===== src/rtl/pcm_serial_tx.sv =====
// PCM serial transmitter: FIFO-buffered samples sent MSB-first with a frame-sync strobe.
// Optional even-parity bit after the LSB when PCM_SERIAL_TX_PARITY_EN is defined.
module pcm_serial_tx #(
    parameter int WIDTH_P    = 24,
    parameter int DEPTH_P    = 4,
    parameter int GAP_P      = 7,
    parameter int FREE_RUN_P = 0
) (
    input  logic                       clk_48kHz,
    input  logic                       rst_n,
    input  logic [WIDTH_P-1:0]         sample_i,
    input  logic                       valid_i,
    output logic                       ready_o,
    output logic                       sdata_o,
    output logic                       fsync_o,
    output logic                       busy_o,
    output logic                       underflow_o,
    output logic [$clog2(DEPTH_P):0]   level_o
);

    localparam int AW      = $clog2(DEPTH_P);
    localparam int LW      = AW + 1;
    localparam int CNT_MAX = (WIDTH_P > GAP_P) ? WIDTH_P : GAP_P;
    localparam int CW      = $clog2(CNT_MAX);

`ifdef PCM_SERIAL_TX_PARITY_EN
    typedef enum logic [2:0] {IDLE, SYNC, SHIFT, PAR, GAP} state_e;
`else
    typedef enum logic [2:0] {IDLE, SYNC, SHIFT, GAP} state_e;
`endif

    state_e               state_q, state_d;
    logic [WIDTH_P-1:0]   mem_q [DEPTH_P];
    logic [AW-1:0]        wr_ptr_q, wr_ptr_d, rd_ptr_q, rd_ptr_d;
    logic [LW-1:0]        count_q, count_d;
    logic [WIDTH_P-1:0]   shift_q, shift_d;
    logic [CW-1:0]        cnt_q, cnt_d;
    logic                 sdata_q, sdata_d;
    logic                 fsync_q, fsync_d;
    logic                 underflow_q, underflow_d;
`ifdef PCM_SERIAL_TX_PARITY_EN
    logic                 par_q, par_d;
`endif
    logic                 push, pop, frame_end, full, empty;

    // ready_o looks only at registered occupancy, so a same-cycle pop never frees a slot early.
    assign full    = (count_q == LW'(DEPTH_P));
    assign empty   = (count_q == '0);
    assign ready_o = !full;
    assign push    = valid_i && !full;

    // NOTE: sample storage is deliberately not reset; emptiness is tracked by count_q alone.
    always_ff @(posedge clk_48kHz) begin
        if (push) mem_q[wr_ptr_q] <= sample_i;
    end

    always_comb begin
        // NOTE: every signal gets a default first so no path can infer a latch.
        state_d     = state_q;
        shift_d     = shift_q;
        cnt_d       = cnt_q;
        underflow_d = 1'b0;
        pop         = 1'b0;
        frame_end   = 1'b0;
`ifdef PCM_SERIAL_TX_PARITY_EN
        par_d       = par_q;
`endif
        unique case (state_q)
            IDLE:  frame_end = (FREE_RUN_P != 0) || !empty;
            SYNC: begin
                state_d = SHIFT;
                cnt_d   = CW'(WIDTH_P - 1);
            end
            SHIFT: begin
                shift_d = shift_q << 1;
                if (cnt_q == '0) begin
`ifdef PCM_SERIAL_TX_PARITY_EN
                    state_d = PAR;
`else
                    if (GAP_P > 0) begin
                        state_d = GAP;
                        cnt_d   = CW'(GAP_P - 1);
                    end else begin
                        frame_end = 1'b1;
                    end
`endif
                end else begin
                    cnt_d = cnt_q - CW'(1);
                end
            end
`ifdef PCM_SERIAL_TX_PARITY_EN
            PAR: begin
                if (GAP_P > 0) begin
                    state_d = GAP;
                    cnt_d   = CW'(GAP_P - 1);
                end else begin
                    frame_end = 1'b1;
                end
            end
`endif
            GAP: begin
                if (cnt_q == '0) frame_end = 1'b1;
                else             cnt_d     = cnt_q - CW'(1);
            end
            default: state_d = IDLE;
        endcase

        // Frame end: next queued sample, a zero frame when free-running, or idle.
        if (frame_end) begin
            if (!empty) begin
                pop     = 1'b1;
                shift_d = mem_q[rd_ptr_q];
                state_d = SYNC;
            end else if (FREE_RUN_P != 0) begin
                shift_d     = '0;
                underflow_d = 1'b1;
                state_d     = SYNC;
            end else begin
                state_d = IDLE;
            end
`ifdef PCM_SERIAL_TX_PARITY_EN
            par_d = ^shift_d;
`endif
        end

        fsync_d = (state_d == SYNC);
        sdata_d = (state_d == SHIFT) ? shift_d[WIDTH_P-1] : 1'b0;
`ifdef PCM_SERIAL_TX_PARITY_EN
        if (state_d == PAR) sdata_d = par_d;
`endif
    end

    always_comb begin
        wr_ptr_d = push ? wr_ptr_q + AW'(1) : wr_ptr_q;
        rd_ptr_d = pop  ? rd_ptr_q + AW'(1) : rd_ptr_q;
        count_d  = count_q + LW'(push) - LW'(pop);
    end

    // NOTE: sequential state uses non-blocking assignments only.
    always_ff @(posedge clk_48kHz) begin
        if (!rst_n) begin
            state_q     <= IDLE;
            shift_q     <= '0;
            cnt_q       <= '0;
            wr_ptr_q    <= '0;
            rd_ptr_q    <= '0;
            count_q     <= '0;
            sdata_q     <= 1'b0;
            fsync_q     <= 1'b0;
            underflow_q <= 1'b0;
`ifdef PCM_SERIAL_TX_PARITY_EN
            par_q       <= 1'b0;
`endif
        end else begin
            state_q     <= state_d;
            shift_q     <= shift_d;
            cnt_q       <= cnt_d;
            wr_ptr_q    <= wr_ptr_d;
            rd_ptr_q    <= rd_ptr_d;
            count_q     <= count_d;
            sdata_q     <= sdata_d;
            fsync_q     <= fsync_d;
            underflow_q <= underflow_d;
`ifdef PCM_SERIAL_TX_PARITY_EN
            par_q       <= par_d;
`endif
        end
    end

    assign sdata_o     = sdata_q;
    assign fsync_o     = fsync_q;
    assign busy_o      = (state_q != IDLE);
    assign underflow_o = underflow_q;
    assign level_o     = count_q;

endmodule


===== config.mk =====
export PLATFORM = sky130hd
export DESIGN_NAME = pcm_serial_tx
export DESIGN_NICKNAME = d
export VERILOG_FILES = /design/src/rtl/pcm_serial_tx.sv
export SDC_FILE = /design/constraint.sdc
export NUM_CORES = 1
export LEC_CHECK = 0
export ABC_AREA = 0
export CAP_MARGIN = 20
export CORE_MARGIN = 2
export CORE_UTILIZATION = 50
export CTS_CLUSTER_DIAMETER = 100
export DETAILED_ROUTE_END_ITERATION = 10
export MAX_ROUTING_LAYER = met4
export PLACE_DENSITY = 0.69
export RECOVER_POWER = 25
export REMOVE_ABC_BUFFERS = 1
export SLEW_MARGIN = 20
export SYNTH_ARGS = -nofsm -noshare
export SYNTH_HDL_FRONTEND = slang
export SYNTH_SLANG_ARGS = --single-unit

===== constraint.sdc =====
create_clock -name clk_48kHz -period 3.79 [get_ports clk_48kHz]
set_input_delay 0.5685 -clock clk_48kHz [delete_from_list [all_inputs] [get_ports clk_48kHz]]
set_output_delay 0.5685 -clock clk_48kHz [all_outputs]
set_load 0.005 [all_outputs]

==> metrics.cfg, run 1 <==
[routing]
totalWireLength_mm = 9.75
drt_pass1_iterations = 4
ant_nets = 0
avgRoutedWirePerCell_um = 18.1
num_vias = 2995
vias_per_cell = 5.56
drtIter0Drc = 227
drc = 0

[grt]
antenna_found_initial = 0
grt_pass1_wl_mm = 15.8
grt_usage_pct = 18.8
grt_max_degree = 30
grt_pass1_vias = 3008
gr-total-overflow = 0

[final_layout]
multi_input_area_um2 = 1700
n_antenna_cell = 0
regArea_um2 = 3740
syn_to_final_growth_pct = 18.2
fin_nets = 421
fillers = 817
finalCoreUtilization_pct = 60.9
drive_above_1_share_pct = 22.3

[logic_synthesis]
synth_top_family_by_area = multiplexers
synth.top_cell.area_share_pct = 51.3
synth.distinct_cells = 38
synth_warnings = 0
synth_ff_type = edfxtp_1
ys_ff_latch = 139
synthCells = 345
synth-adder-area-share_pct = 1.92
synth-async-reset-ratio_pct = 0
post_synth_main_area_contributors = edfxtp_1 (51%), dfxtp_1 (15%), mux4_2 (9.6%)
synthMuxAreaShare_pct = 14.4
avgSynthCellArea_um2 = 16.3
yosys.area_share.simple_pct = 6.33
yosysTopAreaCell = edfxtp_1
synth_xor_area_share_pct = 0.468
synth_edf_count = 96
synth_area_um2 = 5610
synth_compound_area_share_pct = 6.93
ys_seq_area_share_pct = 66.7

[pwr]
p_leak_nw = 2.17
ir_drop_mv = 0.323
p_int_w = 0.00322
comb_power_share_pct = 22.3
total_power_w = 0.00449
p_sw_share_pct = 28.3
seqPwrFrac_pct = 43.9
p_sw_w = 0.00127
p_per_area_nw_per_um2 = 677
clkPwrFrac_pct = 33.7

[critical_path]
crit_fanout = 25
timing.critical_path.to_type = flip-flop
crit_type = flip-flop to flip-flop
arrival_ps = 3400
cp-start-kind = flip-flop
worstPathRequired_ps = 4190

[clocking]
cts_setup_buffers = 0
cts_root_buf = clkbuf_8
htree_levels = 4
cts_inserted_buffers = 17
postCtsResizedCells = 0
insertion_delay_ps = 520
ctsHoldBuffers = 0
cts.path.max_buffers = 2
cts_tree = built
path_clk_slew_ps = 60
cts.sinks = 139

[place]
dp_hpwl_mm = 5.54
portBuffers = 33
gp_congestion = 0.756

[sta]
worst_hold_slack_ps = 507
finalMaxSlewViolations = 0
timing.fmax_mhz = 333
period_minus_slack_ps = 3010
fin_setup_tns_ps = 0
worstMarginPinSlew_ps = 518
finalCritPeriodShare_pct = 79.3
rsz0062_at_grt = no
setup_viol = 0
hold_violations = 0
skew_ps = 8.18
maxSlewHeadroom_pct = 65.4

[floorplan]
ios = 35
rows = 38
die_y_um = 110
die_x_um = 110
die-area_um2 = 12100
core_um2 = 10900
initial_core_util_pct = 51.6

[run]
drv_cap = 0

[status]
status = finished clean

[worst_hold_path]
hold_class = flip-flop to flip-flop

[worst paths after layout]
check / start / endpoint / slack (ps) / depth (start not counted)
worst min-delay path: rd_ptr_q[0] / flip-flop / 510 / 2
worst max-delay path: cnt_q[0] / level_o[2] / 780 / 14
worst min register to register: rd_ptr_q[0] / flip-flop / 510 / 2
worst max register to register: cnt_q[0] / level_o[2] / 780 / 14
[area by class of cell]
| type | instances | share of cell area, % |
|---|---|---|
| clock buffers | 17 | 6.24 |
| clock inverters | 15 | 2.11 |
| inverters | 14 | 0.792 |
| multi-input cells | 170 | 25.6 |
| flip-flops and latches | 139 | 56.4 |
| well taps | 140 | 2.64 |
| repair buffers | 44 | 6.22 |
[layout by cell type, fill, tap and decap left out, types with 2 or more instances in the layout]
cell,instances
o21ai_0,2
a211oi_2,20
inv_6,4
mux4_2,24
a21oi_1,8
mux2i_1,27
xnor2_1,3
conb_1,2
nor3_1,28
buf_4,11
clkdlybuf4s50_1,17
inv_1,14
and3_1,5
ha_1,7
nand2b_1,3
clkinv_1,2
nor3b_1,2
clkinvlp_4,2
edfxtp_1,96
a211oi_1,4
dlygate4sd3_1,16
or2_1,2
dfxtp_1,43
clkinv_4,6
nand2_1,8
nor2_1,7
clkbuf_16,16
and2_1,5
[power groups by stage]
stage	registers [W]	logic, W	clock network [W]
2_1_floorplan	0.00203	0.000672	0
3_5_place_dp	0.00201	0.00102	0
6_report	0.00197	0.00100	0.00152
5_1_grt	0.00200	0.00111	0.00161
3_3_place_gp	0.00199	0.00100	0
4_1_cts	0.00198	0.00102	0.00154
[per-stage QoR]
stage / instance area [um^2] / worst slack, ps / std cells
3_3_place_gp: 6080 / 846 / 507
3_5_place_dp: 6080 / 786 / 507
5_1_grt: 6640 / 512 / 539
6_report: 6640 / 785 / 539
2_1_floorplan: 5490 / -141 / 323
4_1_cts: 6640 / 755 / 539
[routing by layer]
layer	vias up	share of wire, %	track usage [%]
met5	-	0	-
met4	0	1.1	6.42
met3	12	3.7	5.45
met2	61	49	28.7
met1	1501	46	24.3
li1	1421	-	-
[cells in the mapped netlist (all sizes together), types with 5 or more instances]
cell	number
dfxtp	43
mux4	24
nand2	8
and3	5
mux2i	27
ha	7
a211oi	24
nor3	28
a21oi	9
and2	5
edfxtp	96
nor2	8
clkbuf	9
buf	14
inv	14
[cell families after synthesis]
kind of cell,Yosys count
AOI/OAI and AO/OA,41
xor gates and xnor gates,3
adders and majority gates,8
buffers and inverters,37
DFF,139
muxes,51
other,1
and+or+nand+nor,65
[critical path: stages, from the launching register on]
cell	delay (ps)
dfxtp_1	390
inv_1	60
ha_1	230
nor4b_4	160
a21oi_2	140
or2_1	110
buf_4	370
inv_1	160
ha_1	300
inv_1	40
ha_1	180
fa_1	380
xnor2_1	170
xnor2_1	140
nor2_1	60
[sequential cells by signal, indices dropped and copies added, names as in the netlist, named ones only]
name and count:
shift_q 24, sdata_o 1, rd_ptr_q 2, mem_q 96, state_q 3, wr_ptr_q 2, fsync_o 1, cnt_q 5
level_o 3
Power figures use the tool's default switching activity.
==> run 2, diff against run 1 <==
==> constraint.sdc (replaced) <==
create_clock -name clk_48kHz -period 3 [get_ports clk_48kHz]
set_input_delay 0.45 -clock clk_48kHz [delete_from_list [all_inputs] [get_ports clk_48kHz]]
set_output_delay 0.45 -clock clk_48kHz [all_outputs]
set_load 0.005 [all_outputs]
==> run 2 against run 1 <==
Compared with the run above:
- global-route usage is 0.13 points lower
- core utilization rose by 0.23 points
- clock-buffer cell count unchanged
- clock power is 30% higher
- cell area rose by 0.38%
- die area did not move
- non-clock buffer count rose by 1
- cell count unchanged
- critical path type unchanged
- critical endpoint unchanged
- largest cell class unchanged
==> metrics.cfg, run 2 (synthesis gave the netlist of run 1 again) <==
[status]
status = finished clean

[final_layout]
n_antenna_cell = 0
largest_registers = mem_q (96), shift_q (24), cnt_q (5)
multi_input_area_um2 = 1700
final_common_cell = edfxtp_1
finalCoreUtilization_pct = 61.2
final_cells = 539
top_register = mem_q
syn_to_final_growth_pct = 18.6
drive_above_1_share_pct = 22.1
fillers = 804
regArea_um2 = 3740
fin_nets = 422
final_cell_mix = edfxtp_1 (96), dfxtp_1 (43), nor3_1 (28)
largest_reg_flops = 96

[routing]
vias_per_cell = 5.58
ant_nets = 0
drtIter0Drc = 223
highest_layer = met4
drc = 0
drt_pass1_iterations = 4
num_vias = 3009
m1WireLength_mm = 4.43
avgRoutedWirePerCell_um = 18.2
dr_wl_met2_mm = 4.86
totalWireLength_mm = 9.82
wl_met3_um = 359

[floorplan]
die-area_um2 = 12100
core_um2 = 10900
ios = 35
rows = 38
die_y_um = 110
die_x_um = 110
initial_core_util_pct = 51.6

[grt]
grt_pass1_vias = 3073
antenna_found_initial = 0
gr-total-overflow = 0
grt_max_degree = 30
grt_pass1_wl_mm = 15.7
grt_usage_pct = 18.7

[clocking]
insertion_delay_ps = 520
cts_setup_buffers = 0
postCtsResizedCells = 0
cts.sinks = 139
ctsHoldBuffers = 0
cts.path.max_buffers = 2
cts_root_buf = clkbuf_8
cts_tree = built
cts_inserted_buffers = 17
path_clk_slew_ps = 60
htree_levels = 4

[pwr]
comb_power_share_pct = 22.0
p_leak_nw = 2.18
p_per_area_nw_per_um2 = 860
clkPwrFrac_pct = 34.4
p_sw_share_pct = 27.6
p_sw_w = 0.00158
ir_drop_mv = 0.667
p_int_w = 0.00414
seqPwrFrac_pct = 43.7

[sta]
period_minus_slack_ps = 2670
hold_violations = 0
finalCritPeriodShare_pct = 89.0
worst_hold_slack_ps = 477
skew_ps = 19.6
finalMaxSlewViolations = 0
maxSlewHeadroom_pct = 66.6
rsz0062_at_grt = no
setup_viol = 0
worstMarginPinSlew_ps = 502
timing.fmax_mhz = 375

[run]
drv_cap = 0

[critical_path]
crit_fanout = 6
cp-start-kind = flip-flop
crit_path_start = cnt_q[0]
worstPathRequired_ps = 3410
arrival_ps = 3090
worstReg2RegStart = cnt_q[0]
crit_type = flip-flop to flip-flop
timing.critical_path.to_type = flip-flop

[place]
portBuffers = 33
dp_cells = 508
dp_hpwl_mm = 5.66
gp_congestion = 0.741

[worst_hold_path]
hold_class = flip-flop to flip-flop
min_from = rd_ptr_q[1]

-- run 2: layout make-up --
cell class / instances / share of cell area (%)
tap: 140 / 2.63
clock buffer: 17 / 6.22
clock inverter: 14 / 2.18
multi-input combinational: 170 / 25.5
timing repair buffer: 45 / 6.50
inverter: 14 / 0.789
sequential: 139 / 56.2
-- run 2: worst paths after layout --
check	cells after the start	endpoint	slack, ps
setup / recovery	13	level_o[2]	330
hold reg to reg	2	flip-flop	480
hold / removal	2	flip-flop	480
setup reg to reg	13	level_o[2]	330
-- run 2: power groups by stage --
| stage | sequential (W) | clock (W) | combinational, W |
|---|---|---|---|
| after CTS | 0.00250 | 0.00201 | 0.00129 |
| after global placement | 0.00252 | 0 | 0.00126 |
| final | 0.00250 | 0.00197 | 0.00126 |
| after floorplan | 0.00256 | 0 | 0.000849 |
| after global routing | 0.00253 | 0.00209 | 0.00138 |
| after detailed placement | 0.00254 | 0 | 0.00129 |
-- run 2: routing by layer --
layer | vias up | GRT usage (%)
li1 | 1419 | -
met1 | 1509 | 21.9
met2 | 64 | 30.1
met3 | 17 | 5.69
met4 | 0 | 7.50
met5 | - | -
-- run 2: critical path: stages (launching register included) --
cell and delay (ps):
dfxtp_1 340, inv_1 80, ha_1 190, nor4b_4 360, a21oi_2 110, or2_1 250
inv_1 120, ha_1 140, inv_1 40, ha_1 180, fa_1 380, xnor2_1 200
xnor2_1 140, nor2_1 50
-- run 2: per-stage QoR --
step	total power [W]	setup slack (ps)	setup TNS [ps]	area (um^2)
detailed placement	0.00382	313	0	6100
CTS	0.00580	301	0	6660
floorplan	0.00341	-931	-2070	5490
finish	0.00573	330	0	6660
global placement	0.00378	448	0	6100
global route	0.00601	125	0	6660
